`src/rtl/lsu_pkg.sv`:
```
// Shared encodings and helpers for the load/store controller.
// Access-size codes, FSM state type and the byte-lane mask helper.
package lsu_pkg;

   localparam logic [1:0] LEN_B = 2'd0;
   localparam logic [1:0] LEN_H = 2'd1;
   localparam logic [1:0] LEN_W = 2'd2;
   localparam logic [1:0] LEN_D = 2'd3;

   typedef enum logic {
      S_IDLE   = 1'b0,
      S_SECOND = 1'b1
   } lsu_state_e;

   // Bytes ofs .. ofs+size-1 set, over a window of up to 16 lanes.
   function automatic logic [15:0] byte_mask(
      input logic [2:0] ofs,
      input logic [1:0] len
   );
      logic [15:0] m;
      m = (16'd1 << (4'd1 << len)) - 16'd1;
      return m << ofs;
   endfunction

endpackage

```
`src/rtl/lsu_rdata_fmt.sv`:
```
// Load data formatter: shifts the two-word read window down by the
// byte offset, then sign- or zero-extends to the access size.
module lsu_rdata_fmt #(
   parameter int XLEN  = 32,
   parameter int OFS_W = 2
) (
   input  logic [2*XLEN-1:0] win,
   input  logic [OFS_W-1:0]  ofs,
   input  logic [1:0]        len,
   input  logic              uns,
   output logic [XLEN-1:0]   data
);
   import lsu_pkg::*;

   logic [XLEN-1:0] sh;

   assign sh = XLEN'(win >> {ofs, 3'b000});

   always_comb begin
      data = sh;
      unique case (len)
         LEN_B: data = uns ? XLEN'(sh[7:0])
                           : XLEN'($signed(sh[7:0]));
         LEN_H: data = uns ? XLEN'(sh[15:0])
                           : XLEN'($signed(sh[15:0]));
         LEN_W: data = uns ? XLEN'(sh[31:0])
                           : XLEN'($signed(sh[31:0]));
         LEN_D: data = sh;
      endcase
   end

endmodule

```
`src/rtl/lsu_ctrl.sv`:
```
// Execute-stage load/store controller with ready handshake and
// two-beat word-crossing splits. LSU_MISALIGN_TRAP_EN traps instead.
module lsu_ctrl #(
   parameter int XLEN   = 32,
   parameter int ADDR_W = 32
) (
   input  logic                 clk,
   input  logic                 rst,
   input  logic [ADDR_W-1:0]    in_addr,
   input  logic [XLEN-1:0]      in_data,
   input  logic [1:0]           len,
   input  logic                 uns,
   input  logic                 load,
   input  logic                 store,
   output logic                 mem_req,
   output logic [ADDR_W-1:0]    mem_addr,
   output logic [XLEN-1:0]      mem_w_data,
   output logic [XLEN/8-1:0]    mem_we,
   input  logic                 mem_ready,
   input  logic [XLEN-1:0]      mem_r_data,
   output logic [XLEN-1:0]      ld_data,
   output logic                 ld_valid,
   output logic                 stall,
   output logic                 misalign
);
   import lsu_pkg::*;

   localparam int BYTES = XLEN / 8;
   localparam int OFS_W = $clog2(BYTES);

   localparam logic [0:0] IDLE   = S_IDLE;
   localparam logic [0:0] SECOND = S_SECOND;

   logic [OFS_W-1:0]   ofs;
   logic [1:0]         eff_len;
   logic [3:0]         size;
   logic [ADDR_W-1:0]  aligned;
   logic [2*BYTES-1:0] mask2;
   logic [2*XLEN-1:0]  shifted;
   logic               act;
   logic               mis;
   logic               split;
   logic               in_second;
   logic               acc;
   logic               fin_ld;

   logic [ADDR_W-1:0]  sec_addr;
   logic [BYTES-1:0]   sec_we;
   logic [XLEN-1:0]    sec_wdata;
   logic [OFS_W-1:0]   sec_ofs;
   logic [1:0]         sec_len;
   logic               sec_uns;
   logic               sec_load;
   logic [XLEN-1:0]    lo_win;

   logic               rsp_valid;
   logic [OFS_W-1:0]   rsp_ofs;
   logic [1:0]         rsp_len;
   logic               rsp_uns;
   logic               rsp_split;
   logic [2*XLEN-1:0]  win;
   logic [XLEN-1:0]    fmt_data;

   assign ofs     = in_addr[OFS_W-1:0];
   assign eff_len = (XLEN == 32 && len == LEN_D) ? LEN_W : len;
   assign size    = 4'd1 << eff_len;
   assign aligned = {in_addr[ADDR_W-1:OFS_W], {OFS_W{1'b0}}};
   assign mask2   = (2*BYTES)'(byte_mask(3'(ofs), eff_len));
   assign shifted = {{XLEN{1'b0}}, in_data} << {ofs, 3'b000};
   assign act     = (load | store) & ~rst;

`ifdef LSU_MISALIGN_TRAP_EN
   assign mis       = act & (|(4'(ofs) & (size - 4'd1)));
   assign split     = 1'b0;
   assign in_second = 1'b0;
   assign sec_addr  = '0;
   assign sec_we    = '0;
   assign sec_wdata = '0;
   assign sec_ofs   = '0;
   assign sec_len   = LEN_B;
   assign sec_uns   = 1'b0;
   assign sec_load  = 1'b0;
   assign lo_win    = '0;
`else
   logic [0:0]        state;
   logic [ADDR_W-1:0] a_addr;
   logic [BYTES-1:0]  hi_we;
   logic [XLEN-1:0]   hi_wdata;
   logic [XLEN-1:0]   lo_buf;
   logic [OFS_W-1:0]  r_ofs;
   logic [1:0]        r_len;
   logic              r_uns;
   logic              r_load;
   logic              cap;

   assign mis       = 1'b0;
   assign split     = (5'(ofs) + 5'(size)) > 5'(BYTES);
   assign in_second = (state == SECOND);
   assign sec_addr  = a_addr + ADDR_W'(BYTES);
   assign sec_we    = hi_we;
   assign sec_wdata = hi_wdata;
   assign sec_ofs   = r_ofs;
   assign sec_len   = r_len;
   assign sec_uns   = r_uns;
   assign sec_load  = r_load;
   assign lo_win    = lo_buf;

   always_ff @(posedge clk) begin
      if (rst) begin
         state    <= IDLE;
         a_addr   <= '0;
         hi_we    <= '0;
         hi_wdata <= '0;
         r_ofs    <= '0;
         r_len    <= LEN_B;
         r_uns    <= 1'b0;
         r_load   <= 1'b0;
         cap      <= 1'b0;
         lo_buf   <= '0;
      end else begin
         cap <= 1'b0;
         // Beat-1 read data is only on the bus for one cycle.
         if (cap) lo_buf <= mem_r_data;
         unique case (state)
            IDLE: begin
               if (acc && split) begin
                  state    <= SECOND;
                  a_addr   <= aligned;
                  hi_we    <= load ? '0 : mask2[2*BYTES-1:BYTES];
                  hi_wdata <= shifted[2*XLEN-1:XLEN];
                  r_ofs    <= ofs;
                  r_len    <= eff_len;
                  r_uns    <= uns;
                  r_load   <= load;
                  cap      <= load;
               end
            end
            SECOND: begin
               if (acc) state <= IDLE;
            end
         endcase
      end
   end
`endif

   always_comb begin
      mem_req    = 1'b0;
      mem_addr   = '0;
      mem_we     = '0;
      mem_w_data = '0;
      stall      = 1'b0;
      unique case (1'b1)
         in_second: begin
            mem_req    = ~rst;
            mem_addr   = sec_addr;
            mem_we     = sec_load ? '0 : sec_we;
            mem_w_data = sec_wdata;
            stall      = ~rst & ~mem_ready;
         end
         (~in_second & act & ~mis): begin
            mem_req    = 1'b1;
            mem_addr   = aligned;
            mem_we     = load ? '0 : mask2[BYTES-1:0];
            mem_w_data = shifted[XLEN-1:0];
            stall      = split | ~mem_ready;
         end
         default: ;
      endcase
   end

   assign acc      = mem_req & mem_ready;
   assign fin_ld   = acc & (in_second ? sec_load : (load & ~split));
   assign misalign = mis;

   always_ff @(posedge clk) begin
      if (rst) begin
         rsp_valid <= 1'b0;
         rsp_ofs   <= '0;
         rsp_len   <= LEN_B;
         rsp_uns   <= 1'b0;
         rsp_split <= 1'b0;
      end else begin
         rsp_valid <= fin_ld;
         if (fin_ld) begin
            rsp_ofs   <= in_second ? sec_ofs : ofs;
            rsp_len   <= in_second ? sec_len : eff_len;
            rsp_uns   <= in_second ? sec_uns : uns;
            rsp_split <= in_second;
         end
      end
   end

   assign win = rsp_split ? {mem_r_data, lo_win}
                          : {{XLEN{1'b0}}, mem_r_data};

   lsu_rdata_fmt #(
      .XLEN  (XLEN),
      .OFS_W (OFS_W)
   ) u_fmt (
      .win  (win),
      .ofs  (rsp_ofs),
      .len  (rsp_len),
      .uns  (rsp_uns),
      .data (fmt_data)
   );

   assign ld_valid = rsp_valid;
   assign ld_data  = rsp_valid ? fmt_data : '0;

endmodule
```
`config.mk`:
```
export PLATFORM = sky130hd
export DESIGN_NAME = lsu_ctrl
export DESIGN_NICKNAME = d
export VERILOG_FILES = /design/src/rtl/lsu_pkg.sv /design/src/rtl/lsu_rdata_fmt.sv /design/src/rtl/lsu_ctrl.sv
export SDC_FILE = /design/constraint.sdc
export NUM_CORES = 1
export LEC_CHECK = 0
export BUFFER_PORTS_ARGS = -buffer_cell sky130_fd_sc_hd__buf_2
export CAP_MARGIN = 10
export CORE_ASPECT_RATIO = 1.25
export CORE_MARGIN = 4
export CORE_UTILIZATION = 55
export CTS_BUF_LIST = sky130_fd_sc_hd__clkbuf_4 sky130_fd_sc_hd__clkbuf_8
export DETAILED_ROUTE_END_ITERATION = 10
export GPL_TIMING_DRIVEN = 0
export PLACE_DENSITY = 0.86
export SLEW_MARGIN = 20
export SYNTH_ARGS = -nofsm -noshare
export SYNTH_HDL_FRONTEND = slang
export SYNTH_HIERARCHICAL = 1
export SYNTH_SLANG_ARGS = --single-unit
```
`constraint.sdc`:
```
create_clock -name clk -period 3.96 [get_ports clk]
set_input_delay 0.594 -clock clk [delete_from_list [all_inputs] [get_ports clk]]
set_output_delay 0.594 -clock clk [all_outputs]
set_load 0.005 [all_outputs]
```
After elaboration in Yosys (flattened, before gate mapping)
Index checks and enable logic that the tools add are counted.

operators by class
  bitwise logic cells = 13
  muxes and demuxes = 21
  $add $sub $neg = 3
  reductions and logical operators = 5
  shift-type cells = 5
  magnitude comparators = 1
  equality and inequality tests = 4

operators with widths
  operator                                                                         count
  32-bit case mux with 2 select lines                                              2
  32-bit 2-to-1 mux                                                                3
  32-bit case mux with 3 select lines                                              1
  64-bit 2-to-1 mux                                                                1
  32-bit by 5-bit << shifter with 64-bit output                                    1
  64-bit by 5-bit >> shifter with 32-bit output                                    1
  32-bit by 3-bit adder with 32-bit output, second input constant                  1
  1-bit by 4-bit << shifter with 16-bit output, first input constant               1
  16-bit by 2-bit << shifter with 8-bit output                                     1
  16-bit by 1-bit subtractor with 16-bit output, second input constant             1
  4-bit 2-to-1 mux                                                                 3
  4-bit case mux with 2 select lines                                               1
  1-bit AND                                                                        6
  2-bit equality test, second input constant                                       3
  2-bit 2-to-1 mux                                                                 3
  1-bit case mux with 2 select lines                                               3
  2-bit by 4-bit adder with 5-bit output                                           1
  5-bit by 3-bit greater-than comparator with 1-bit output, second input constant  1
  1-bit NOT                                                                        5
  1-bit 2-to-1 mux                                                                 4
  1-bit by 2-bit << shifter with 4-bit output, first input constant                1
  3-bit OR reduction                                                               1
  2-bit by 1-bit equality test with 1-bit output, second input constant            1
  2-bit logical NOT                                                                1
  other kinds (4)                                                                  5

word-level totals
  register bits = 113
  output and inout bits = 104
  input bits = 104
  word-level logic and storage cells = 67

Longest topological paths before layout
  word-level depth = 9
  mapped depth = 11
  gate-level depth less buffers = 8

Modules after synthesis
Netlist, hierarchy kept.

modules (own cells, without submodules)
  module         sequential area each (um2)  times used  area an instance (um2)  cells each
  lsu_ctrl       2102.0                      1           6752.7                  879
  lsu_rdata_fmt  0.0                         1           1108.6                  101

Worst setup path after synthesis
OpenSTA, ideal clock, no wires.

  kind = reg2out
  from = register rsp_split
  to = output port ld_data[20]
  required time = 3.366 ns
  arrival = 2.487 ns
  cell stages (with the launch flop) = 9
  slack = 0.879 ns
  path buffers = 3
  cell sequence = dfxtp_1 clkbuf_1 buf_1 mux2_2 mux4_1 mux2i_4 buf_6 o21ai_1 and2_1

between the ends
  longest elaborated chain between the ends = 5
  elaborated cells on any way between the ends = 6
  classes of those cells = shift: 1; mux: 5

ends and longest elaborated chain
  what                                             line                                      text
  from (decl)                                      lsu_ctrl.sv:60                            logic rsp_split;
  from (signal assigned)                           lsu_ctrl.sv:188                           rsp_split <= in_second;
  64-bit 2-to-1 mux *                              lsu_ctrl.sv:193                           assign win = rsp_split ? {mem_r_data, lo_win}
  named net win[23]                                lsu_ctrl.sv:61                            logic [2*XLEN-1:0] win;
  64-bit by 5-bit >> shifter with 32-bit output *  lsu_rdata_fmt.sv:17                       assign sh = XLEN'(win >> {ofs, 3'b000});
  32-bit 2-to-1 mux, on equally long branches      lsu_rdata_fmt.sv:24, lsu_rdata_fmt.sv:22
  32-bit case mux with 3 select lines *            lsu_rdata_fmt.sv:21                       unique case (len)
  named net fmt_data[20]                           lsu_ctrl.sv:62                            logic [XLEN-1:0] fmt_data;
  32-bit 2-to-1 mux *                              lsu_ctrl.sv:208                           assign ld_data = rsp_valid ? fmt_data : '0;
  to (decl)                                        lsu_ctrl.sv:21                            output logic [XLEN-1:0] ld_data,

Mark *: on every way through the listed nets, which the timed path passes. The rest lies on a longest branch.

Worst setup path after layout
  from = register rsp_split
  to = output port ld_data[28]

Same word-level chain as after synthesis.

==> flow_summary_export.csv <==
group,metric,value,unit
run_status,outcome,"finished clean",
layout,drive_gt1_share,27.4,%
place,hpwl,20300,um
routing,ant_nets,0,
timing,fin_ws,0.105,ns
clock_tree,htreeDepth,3,
synthesis,synth_area,7810,um2
timing,rsz0062_at_grt,"false",
timing,slew_headroom,30.8,%
global_route,grt_pass1_vias,8424,
clock_tree,clk_pin_slew,0.12,ns
timing,period_share,97.3,%
worst_setup_path,worstPathArrival,3.26,ns
pwr,p_seq_share,44.5,%
timing,setup_tns,0,ns
worst_setup_path,start_kind,"flip-flop",
global_route,antenna_found_initial,0,
floorplanning,initial_core_util,56.3,%
worst_setup_path,required,3.37,ns
min_path,hold_depth,3,
routing,first_iter_violations,935,
routing,drc,0,
place,port_buffers,202,
pwr,intPower,1.63,mW
timing,finalSetupViolCount,0,
pwr,comb_power_share,28.9,%
pwr,clock_power_share,26.6,%
worst_setup_path,rrSetupSlack,1.68,ns
synthesis,synth.avg_cell_area,8.04,um2
routing,wirelength,26300,um
place,place_ws,0.175,ns
worst_setup_path,end_kind,"primary output",
clock_tree,cts_tree,"yes",
synthesis,syn-instance-count,972,
floorplanning,core,13900,um2
floorplanning,die_width,115,um
routing,vias,8561,
min_path,hold_class,"primary input to flip-flop",
routing,drtPass1Iterations,6,
routing,wl_per_cell,19.3,um
timing,fmax,0.259,GHz
floorplanning,die_area,16200,um2
layout,syn_to_final_growth,18.3,%
timing,finalHoldViolations,0,
clock_tree,cts_buffers,9,
pwr,p_sw_share,35.1,%
floorplanning,io_pins,208,
timing,skew,0.0162,ns
layout,fin_nets,1294,
run,max_cap_viol_count,0,
timing,worst_pin_slew,1.04,ns
clock_tree,postCtsSetupRepairBufs,0,
floorplanning,rows,48,
pwr,total_power,2.51,mW
timing,slew_violations,0,
pwr,p_leak,3.58,nW
timing,fin_crit,3.85,ns
pwr,power.switching,0.880,mW
worst_setup_path,cp_max_fo,11,
floorplanning,die_h,141,um
place,place_congestion,0.950,
clock_tree,hold_buffers,0,
synthesis,ys_warn_count,6,
clock_tree,cts_root_buf,"clkbuf_8",
global_route,grt_pass1_wl,41500,um
worst_setup_path,crit_type,"flip-flop to primary output",
global_route,grt_max_degree,20,
global_route,grt_usage,31.7,%
pwr,p_per_area,272,nW/um2
clock_tree,clockBufferDepth,2,
worst_setup_path,r2r_cells,6,
global_route,grt_overflow,0,
pwr,ir_drop,0.000159,V
clock_tree,insertion_delay,0.38,ns
clock_tree,numClockSinks,105,
routing,vias_per_cell,6.26,
power groups by stage:
stage	Clock (mW)	Sequential, mW	Combinational, mW
after detailed placement	0	1.14	0.705
after global routing	0.719	1.12	0.785
after CTS	0.670	1.12	0.707
after floorplan	0	1.13	0.441
after global placement	0	1.14	0.696
final	0.668	1.12	0.724
layer usage:
| metal | vias to the layer above | wire [um] | global-route usage, % |
|---|---|---|---|
| met5 | - | 0 | 0 |
| met4 | 0 | 1550 | 19.6 |
| met3 | 115 | 2600 | 4.42 |
| met2 | 574 | 12600 | 53.0 |
| met1 | 3905 | 9610 | 38.2 |
| li1 | 3967 | - | - |
critical path: stages, from the launching register on:
cell     delay, ns
dfxtp_1       0.66
buf_2         0.40
mux2_2        0.44
mux4_1        0.57
mux2i_4       0.27
buf_6         0.19
o21ai_1       0.06
and2_1        0.17
buf_2         0.12
sequential cells by signal, indices dropped and copies added, names as in the netlist:
name,cells
rsp_uns,1
rsp_split,1
r_load,1
hi_we,4
hi_wdata,24
rsp_len,2
in_second,1
a_addr,30
rsp_ofs,2
lo_buf,32
r_len,2
r_uns,1
ld_valid,1
cap,1
r_ofs,2
final timing paths:
kind / start / end
max: rsp_split$_SDFFE_PP0P_ / ld_data[28]
min: in_addr[10] / a_addr[10]$_SDFFE_PP0P_
max reg2reg: in_second$_SDFF_PP0_ / hi_we[2]$_SDFFE_PP0P_
min reg2reg: hi_we[3]$_SDFFE_PP0P_ / hi_we[3]$_SDFFE_PP0P_
cell type report:
cell class | count | area, um2
buffer | 97 | 417
timing repair buffer | 202 | 1010
antenna | 1 | 2.50
fill | 1204 | 4630
clock buffer | 10 | 131
inverter | 11 | 41.3
sequential | 105 | 2100
clock inverter | 6 | 57.6
tap | 175 | 219
multi-input combinational | 760 | 5260
cell usage in the layout, fill, tap and decap left out, types with 9 or more instances in the layout:
cell / n
inv_1: 10
dfxtp_1: 105
o21ai_0: 101
nor3_1: 21
o21ai_1: 10
nor2b_1: 9
nand2_1: 81
clkbuf_1: 67
buf_2: 213
xnor2_1: 11
clkbuf_8: 9
mux4_2: 33
nand2b_1: 10
nand3_1: 53
mux2_2: 44
mux2i_1: 53
a22o_1: 11
and2_1: 58
nand4_1: 26
buf_1: 10
a21oi_1: 66
nor2_1: 80
per-stage QoR:
stage	cells	cell area [um2]	hold slack, ns	util [%]
finish	1367	9240	0.451	66.6
global route	1366	9240	0.445	66.6
CTS	1366	9240	0.443	66.6
detailed placement	1351	9050	0.449	65.2
global placement	1351	9050	0.451	65.2
floorplan	974	7820	0.430	-
timing repair:
action / 4_1_cts / 5_1_grt
setup endpoints to repair: 16 / 6
resized for setup: 2 / 2
hold endpoints to repair: 0 / 0
Power figures use the tool's default switching activity.
